===== src/rtl/seven_seg_pkg.sv =====
// Shared constants and helpers for the seven-segment display blocks.
package seven_seg_pkg;
  localparam int DIGITS_DEFAULT   = 4;
  localparam int PRESCALE_DEFAULT = 50000;
  localparam int MAX_DIGITS       = 8;

  // All anodes dark; callers slice this down to their own digit count.
  localparam logic [MAX_DIGITS-1:0] ANODE_OFF = '1;

  // One-hot-low anode pattern with the digit at idx lit.
  function automatic logic [MAX_DIGITS-1:0] idx_to_anode(input logic [2:0] idx);
    return ~(MAX_DIGITS'(1) << idx);
  endfunction
endpackage


===== src/rtl/scan_prescaler.sv =====
// Free-running divider: tick is high for one cycle out of every PRESCALE.
module scan_prescaler #(
  parameter int PRESCALE = 50000
) (
  input  logic clk,
  input  logic rst,
  output logic tick
);
  localparam int CW = (PRESCALE > 2) ? $clog2(PRESCALE) : 1;
  localparam logic [CW-1:0] LAST = CW'(PRESCALE - 1);

  logic [CW-1:0] cnt;

  // Count 0..PRESCALE-1 and wrap.
  always_ff @(posedge clk or posedge rst) begin
    if (rst)              cnt <= '0;
    else if (cnt == LAST) cnt <= '0;
    else                  cnt <= cnt + CW'(1);
  end

  assign tick = (cnt == LAST);
endmodule


===== src/rtl/seven_seg_scan_ctrl.sv =====
// Multiplexed scan controller for a common-anode seven-segment display.
// Scans MSD -> LSD, holds a frame-stable copy of the BCD value and flags
// zeros that sit left of the most significant non-zero digit.
module seven_seg_scan_ctrl
  import seven_seg_pkg::*;
#(
  parameter int DIGITS   = DIGITS_DEFAULT,
  parameter int PRESCALE = PRESCALE_DEFAULT
) (
  input  logic                      clk,
  input  logic                      rst,
  input  logic [4*DIGITS-1:0]       value_in,
  input  logic                      load,
  input  logic                      blank_en,
  output logic [3:0]                bcd_out,
  output logic                      leading_zero,
  output logic [DIGITS-1:0]         anode,
  output logic [$clog2(DIGITS)-1:0] digit_idx,
  output logic                      frame_start
);
  localparam int IW = $clog2(DIGITS);
  localparam int VW = 4 * DIGITS;
  localparam logic [IW-1:0] MSD = IW'(DIGITS - 1);

  logic                  tick;
  logic [IW-1:0]         idx;        // digit currently lit (internal)
  logic                  lit;        // 0 until the first tick after reset
  logic                  zrun;       // all higher digits scanned so far were 0
  logic [VW-1:0]         pending;
  logic [VW-1:0]         shadow;

  logic                  boundary;
  logic [IW-1:0]         enter_idx;
  logic [2:0]            enter_idx3;
  logic [VW-1:0]         shadow_next;
  logic [3:0]            leave_nib;
  logic [3:0]            enter_nib;
  logic                  zrun_next;
  logic [MAX_DIGITS-1:0] anode_full;

  scan_prescaler #(.PRESCALE(PRESCALE)) u_prescaler (
    .clk  (clk),
    .rst  (rst),
    .tick (tick)
  );

  // Next-digit selection, frame boundary detection and zero-run tracking.
  always_comb begin
    boundary    = tick & (~lit | (idx == '0));
    enter_idx   = boundary ? MSD : idx - IW'(1);
    enter_idx3  = 3'(enter_idx);
    // A load coinciding with the boundary tick goes straight into the frame.
    shadow_next = boundary ? (load ? value_in : pending) : shadow;
    leave_nib   = shadow[{idx, 2'b00} +: 4];
    enter_nib   = shadow_next[{enter_idx, 2'b00} +: 4];
    // Nibbles above 9 are simply non-zero here.
    zrun_next   = boundary ? 1'b1 : (zrun & (leave_nib == 4'd0));
    anode_full  = idx_to_anode(enter_idx3);
  end

  // Scan state and value registers; shadow only changes at a frame boundary.
  always_ff @(posedge clk or posedge rst) begin
    if (rst) begin
      idx     <= MSD;
      lit     <= 1'b0;
      zrun    <= 1'b1;
      pending <= '0;
      shadow  <= '0;
    end else begin
      if (load) pending <= value_in;
      if (tick) begin
        idx    <= enter_idx;
        lit    <= 1'b1;
        zrun   <= zrun_next;
        shadow <= shadow_next;
      end
    end
  end

  // Registered display outputs, refreshed on tick only. A digit is in the
  // leading-zero region when it and every higher digit are zero; digit 0
  // is always shown.
  always_ff @(posedge clk or posedge rst) begin
    if (rst) begin
      anode        <= ANODE_OFF[DIGITS-1:0];
      bcd_out      <= 4'd0;
      leading_zero <= 1'b0;
      digit_idx    <= '0;
      frame_start  <= 1'b0;
    end else begin
      frame_start <= boundary;
      if (tick) begin
        anode        <= anode_full[DIGITS-1:0];
        bcd_out      <= enter_nib;
        leading_zero <= blank_en & zrun_next & (enter_nib == 4'd0) & (enter_idx != '0);
        digit_idx    <= enter_idx;
      end
    end
  end
endmodule

===== config.mk =====
export PLATFORM = sky130hd
export DESIGN_NAME = seven_seg_scan_ctrl
export DESIGN_NICKNAME = d
export VERILOG_FILES = /design/src/rtl/seven_seg_pkg.sv /design/src/rtl/scan_prescaler.sv /design/src/rtl/seven_seg_scan_ctrl.sv
export SDC_FILE = /design/constraint.sdc
export NUM_CORES = 1
export LEC_CHECK = 0
export CAP_MARGIN = 20
export CORE_MARGIN = 5
export CORE_UTILIZATION = 40
export DETAILED_ROUTE_END_ITERATION = 10
export GPL_TIMING_DRIVEN = 0
export PLACE_DENSITY = 0.64
export RECOVER_POWER = 50
export REMOVE_ABC_BUFFERS = 1
export SLEW_MARGIN = 20
export SYNTH_ARGS = -nofsm -noshare
export SYNTH_HDL_FRONTEND = slang
export SYNTH_SLANG_ARGS = --single-unit

===== constraint.sdc =====
create_clock -name clk -period 5.1 [get_ports clk]
set_input_delay 1.275 -clock clk [delete_from_list [all_inputs] [get_ports clk]]
set_output_delay 1.275 -clock clk [all_outputs]
set_load 0.1 [all_outputs]

==> flow_summary.json, run 1 <==
{
  "status": "complete, no violations",
  "p_per_area_nw_per_um2": 284.4,
  "cp-start-kind": "register",
  "hold_violations": 0,
  "postSynthAreaPerCell_sq_um": 12.33,
  "clockBufferDepth": 2,
  "rsz0062_at_grt": "no",
  "initial_core_util": 0.4114,
  "grt_max_degree": 58,
  "fill_cells": 644,
  "track_usage": 0.1339,
  "final_cell_mix": "dfrtp_1 (57), clkdlybuf4s50_1 (30), mux2_2 (26), nor2_1 (19), nand2_1 (18)",
  "tightest_slew_ps": 985.0,
  "period_share": 0.6438,
  "multi_input_area_sq_um": 1096,
  "drc_errors": 0,
  "cts_hold_buf": 0,
  "setup_viol": 0,
  "dpl_cell_area_sq_um": 3201,
  "worstPathCellList": "clkdlybuf4s50_1",
  "ys.flop_type": "dfrtp_1",
  "pre_cts_ws_ps": 1798,
  "final_util": 0.4934,
  "synthTopCellsByArea": "dfrtp_1 (51%), mux2_2 (10%), dfstp_2 (6.5%)",
  "ys_seq_area_frac": 0.5730,
  "portBuffers": 31,
  "synth_edf_count": 0,
  "nets": 282,
  "grt_pass1_wl_mm": 8.963,
  "grt_antenna_before_repair": 0,
  "cts_buffers": 9,
  "first_iter_violations": 89,
  "die-area_sq_um": 8802,
  "final-seq-area_sq_um": 1610,
  "fp.dieW_um": 93.82,
  "tns_ps": 0,
  "worst-path-max-fanout": 2,
  "synth_top_area_share": 0.5076,
  "r2r_start": "u_prescaler.cnt[0]",
  "wl_per_cell_um": 14.46,
  "slew_viol_final": 0,
  "cts.sinks": 64,
  "worstPathArrival_ps": 2010,
  "design_area_sq_um": 3371,
  "post_cts_buffers": 0,
  "post_synth_inst_count": 228,
  "rows": 30,
  "htree_levels": 3,
  "synth_cell_types": 44,
  "gp_congestion": 0.7227,
  "cp.required_ps": 3830,
  "yosys.area.top_type": "dfrtp_1",
  "worstSetupPathType": "reg2out",
  "worstReg2RegEnd": "shadow[8]",
  "yosys_warnings": 0,
  "setup_slack_ps": 1817,
  "grt_pass1_vias": 1836,
  "relSlewSlack": 0.3413,
  "firstDrtPassIters": 4,
  "drv_cap": 0,
  "timing.hold.ws_ps": 474.4,
  "ant_nets": 0,
  "routed_via_density": 4.972,
  "hold_class": "reg2reg",
  "die_y_um": 93.82,
  "reg2reg_depth": 6,
  "worst-path-buf-inv": 1,
  "diodes": 0,
  "final_common_cell": "dfrtp_1",
  "core_area_sq_um": 6832,
  "hold_path_depth": 1,
  "r2r_slack_ps": 2600,
  "min_from": "u_prescaler.cnt[0]",
  "num_vias": 1795,
  "cp-end-kind": "primary output",
  "cts_tree": "done",
  "crit_family": "buffers and inverters",
  "place_hpwl_mm": 3.681,
  "min_period_ps": 3283,
  "cts_resized": 0,
  "io_pins": 32,
  "wirelength_mm": 5.221,
  "slowest_stage": "clkdlybuf4s50_1",
  "clock_latency_ps": 340,
  "syn_area_sq_um": 2810,
  "synth-seq-cells": 64,
  "root_buffer": "clkbuf_8",
  "grt.overflow.total": 0,
  "drive_gt1_frac": 0.2151,
  "area_delta_synth_final_pct": 19.95,
  "peakVddDrop_mv": 0.1416,
  "synthArstFlopShare": 1.000,
  "max_stage_delay_ps": 1140,
  "clk_pin_slew_ps": 60,
  "max_freq_mhz": 304.6,
  "worstHoldEndpoint": "u_prescaler.cnt[0]",
  "final.setup_skew_ps": 9.788,
  "power_leakage_nw": 1.427
}
-- through the flow --
step	instances	total power [mW]
floorplan	217	0.5590
global placement	344	0.5840
detailed placement	345	0.5877
CTS	361	0.9739
global route	361	1.005
finish	361	0.9587
-- layer usage --
metal,part of all wire,up-vias,global-route usage
met3,0.048,10,0.05128
li1,-,873,-
met4,0.015,0,0.05776
met5,0,-,0
met2,0.47,33,0.1946
met1,0.47,879,0.1776
-- cells in the mapped netlist, types with 2 or more instances --
cell type / n
a41oi_1: 3
xnor2_1: 6
ha_1: 2
inv_1: 6
buf_2: 4
o21a_1: 2
mux2_2: 26
nand3_1: 8
mux2i_1: 4
nand2_1: 18
dfstp_2: 7
a21boi_0: 2
dfrtp_1: 57
nand4_1: 4
nor2_1: 19
a21oi_1: 5
nor3_1: 2
and3_1: 4
xor2_1: 7
mux4_2: 3
o21ai_0: 11
nor4_1: 2
clkbuf_1: 5
-- logic make-up after synthesis --
| logic type | after synthesis | synth area share |
|---|---|---|
| fa+ha+maj | 2 | 0.008903 |
| compound gates | 29 | 0.06590 |
| flops | 64 | 0.5730 |
| mux | 33 | 0.1425 |
| simple gates | 69 | 0.1322 |
| xor+xnor | 13 | 0.04052 |
| buf+inv | 18 | 0.03695 |
-- flip-flops by register name, summed over array words and instances (netlist names) --
| signal | flops |
|---|---|
| bcd_out | 4 |
| anode | 4 |
| shadow | 16 |
| digit_idx | 2 |
| lit | 1 |
| idx | 2 |
| u_prescaler.cnt | 16 |
| pending | 16 |
| frame_start | 1 |
| zrun | 1 |
| leading_zero | 1 |
-- where the power goes --
group / switching [mW] / internal [mW]
combinational: 0.0246 / 0.0276
sequential: 0.00335 / 0.521
clock: 0.179 / 0.203
-- how the worst max path moves through the flow --
stage | start | depth (start not counted) | to | slack (ps)
floorplan | rst | 1 | bcd_out[0] | 2240
global placement | rst | 2 | pending[13] | 1060
detailed placement | load | 5 | leading_zero | 1800
CTS | anode[2] | 1 | anode[2] | 1790
global route | anode[2] | 1 | anode[2] | 1760
finish | anode[2] | 1 | anode[2] | 1820
-- final cells by class --
| type | count | area share |
|---|---|---|
| sequential | 64 | 0.4777 |
| multi-input combinational | 146 | 0.3252 |
| timing repair buffer | 32 | 0.1002 |
| clock buffer | 15 | 0.04937 |
| tap | 96 | 0.03563 |
| inverter | 7 | 0.01039 |
| clock inverter | 1 | 0.001485 |
Note: power is estimated with default switching activity, not from simulation.
==> inputs of run 2 (changes only) <==
==> constraint.sdc (replaced) <==
create_clock -name clk -period 3.4 [get_ports clk]
set_input_delay 0.85 -clock clk [delete_from_list [all_inputs] [get_ports clk]]
set_output_delay 0.85 -clock clk [all_outputs]
set_load 0.1 [all_outputs]
==> run 2 against run 1 <==
Global-route usage is the same. Wire length is essentially flat. Die area is the same. Non-clock buffer count is the same. Cell count is the same. Via count is essentially flat. Power grew 50%. Highest routed layer unchanged. Count of clock-buffer cells in the layout is the same. Clock skew is essentially flat. Sequential share of layout area grew 0.32 points. Utilization shrank 0.33 points. First-iteration DRC count is the same.
==> flow_summary.json, run 2 (synthesized netlist as in run 1, its figures left out) <==
{
  "worstSetupEndpoint": "anode[2]",
  "worstSetupPathType": "reg2out",
  "worst-path-buf-inv": 1,
  "min_period_ps": 2858,
  "top_usage_layer": "met2",
  "final.setup_skew_ps": 9.788,
  "final_util": 0.4901,
  "rows": 30,
  "track_usage": 0.1339,
  "cts_tree": "done",
  "area_delta_synth_final_pct": 19.15,
  "timing.hold.ws_ps": 474.4,
  "worst-path-stages": 1,
  "rsz0062_at_grt": "no",
  "critPathLaunch": "anode[2]",
  "dpl_cell_area_sq_um": 3201,
  "place_inst": 345,
  "firstDrtPassIters": 4,
  "stdcell_count": 361,
  "core_area_sq_um": 6832,
  "nets": 282,
  "relSlewSlack": 0.09466,
  "gp_congestion": 0.7227,
  "worstPathCellList": "clkdlybuf4s50_1",
  "period_share": 0.8407,
  "place_hpwl_mm": 3.681,
  "peakVddDrop_mv": 0.2124,
  "drive_gt1_frac": 0.2151,
  "use_met2": 0.1946,
  "p_per_area_nw_per_um2": 428.5,
  "final_cell_mix": "dfrtp_1 (57), clkdlybuf4s50_1 (30), mux2_2 (26), nor2_1 (19), nand2_1 (18)",
  "die-area_sq_um": 8802,
  "portBuffers": 31,
  "htree_levels": 3,
  "grt_antenna_before_repair": 0,
  "clock_latency_ps": 340,
  "num_vias": 1794,
  "initial_core_util": 0.4114,
  "cp.required_ps": 2550,
  "drc_errors": 0,
  "cts_resized": 0,
  "cp-start-kind": "register",
  "die_y_um": 93.82,
  "setup_slack_ps": 541.7,
  "tightest_slew_ps": 1358,
  "ant_nets": 0,
  "grt.overflow.total": 0,
  "drv_cap": 0,
  "pre_cts_ws_ps": 523.2,
  "cts_buffers": 9,
  "grt_max_degree": 58,
  "cts.sinks": 64,
  "met3_usage": 0.05128,
  "status": "complete, no violations",
  "grt_pass1_wl_mm": 8.963,
  "worst-path-max-fanout": 2,
  "crit_family": "buffers and inverters",
  "reg2reg_depth": 6,
  "hold_class": "reg2reg",
  "clk_pin_slew_ps": 60,
  "final_common_cell": "dfrtp_1",
  "first_iter_violations": 89,
  "r2r_slack_ps": 900,
  "reg_top3": "pending: 16 flops, shadow: 16 flops, u_prescaler.cnt: 16 flops",
  "cp-end-kind": "primary output",
  "worstPathArrival_ps": 2010,
  "diodes": 0,
  "setup_viol": 0,
  "routed_via_density": 4.970,
  "power_leakage_nw": 1.419,
  "post_cts_buffers": 0,
  "grt.met1_usage": 0.1776,
  "fp.dieW_um": 93.82,
  "clockBufferDepth": 2,
  "io_pins": 32,
  "wirelength_mm": 5.220,
  "max_freq_mhz": 349.9,
  "worstReg2RegEnd": "shadow[8]",
  "root_buffer": "clkbuf_8",
  "slowest_stage": "clkdlybuf4s50_1",
  "r2r_start": "u_prescaler.cnt[0]",
  "cts_hold_buf": 0,
  "wl_per_cell_um": 14.46,
  "hold_violations": 0,
  "design_area_sq_um": 3348,
  "slew_viol_final": 0,
  "max_stage_delay_ps": 1140,
  "grt_pass1_vias": 1836
}
run 2: layout make-up:
| cell class | count | area [sq um] |
|---|---|---|
| inverter | 7 | 35.03 |
| multi-input combinational | 146 | 1096 |
| fill | 647 | 3483 |
| sequential | 64 | 1610 |
| clock inverter | 1 | 5.005 |
| timing repair buffer | 32 | 315.3 |
| clock buffer | 15 | 166.4 |
| tap | 96 | 120.1 |
run 2: worst min-delay path by stage:
stage                                   from  slack (ps)                 end  cells past startpoint
final                     u_prescaler.cnt[0]         470  u_prescaler.cnt[0]                      1
after global routing                     lit         500                 lit                      1
after CTS                 u_prescaler.cnt[0]         480  u_prescaler.cnt[0]                      1
after detailed placement                 lit         470                 lit                      1
after global placement    u_prescaler.cnt[0]         450  u_prescaler.cnt[0]                      1
after floorplan           u_prescaler.cnt[0]         430  u_prescaler.cnt[0]                      1
run 2: worst register-to-register path, delay by kind of cell, from the launching register on:
kind / cells / cell delay (ps)
simple gates: 3 / 1240
mux: 1 / 360
fa+ha+maj: 1 / 220
buf+inv: 1 / 180
flops: 1 / 380
run 2: power by group:
part           leakage (nW)  internal, mW  switching [mW]  total (mW)
logic                 0.556        0.0385          0.0363      0.0748
clock network        0.0877         0.305           0.269       0.573
registers             0.775         0.781         0.00503       0.786
total                  1.42          1.12           0.310        1.43
run 2: metal layers:
| metal | vias up | part of all wire |
|---|---|---|
| li1 | 872 | - |
| met1 | 879 | 0.47 |
| met2 | 33 | 0.47 |
| met3 | 10 | 0.048 |
| met4 | 0 | 0.015 |
| met5 | - | 0 |
run 2: metrics by stage:
step                TNS (ps)  power, mW
global placement      -12310     0.8759
finish                     0      1.435
CTS                        0      1.461
floorplan                  0     0.8385
global route               0      1.504
detailed placement         0     0.8816
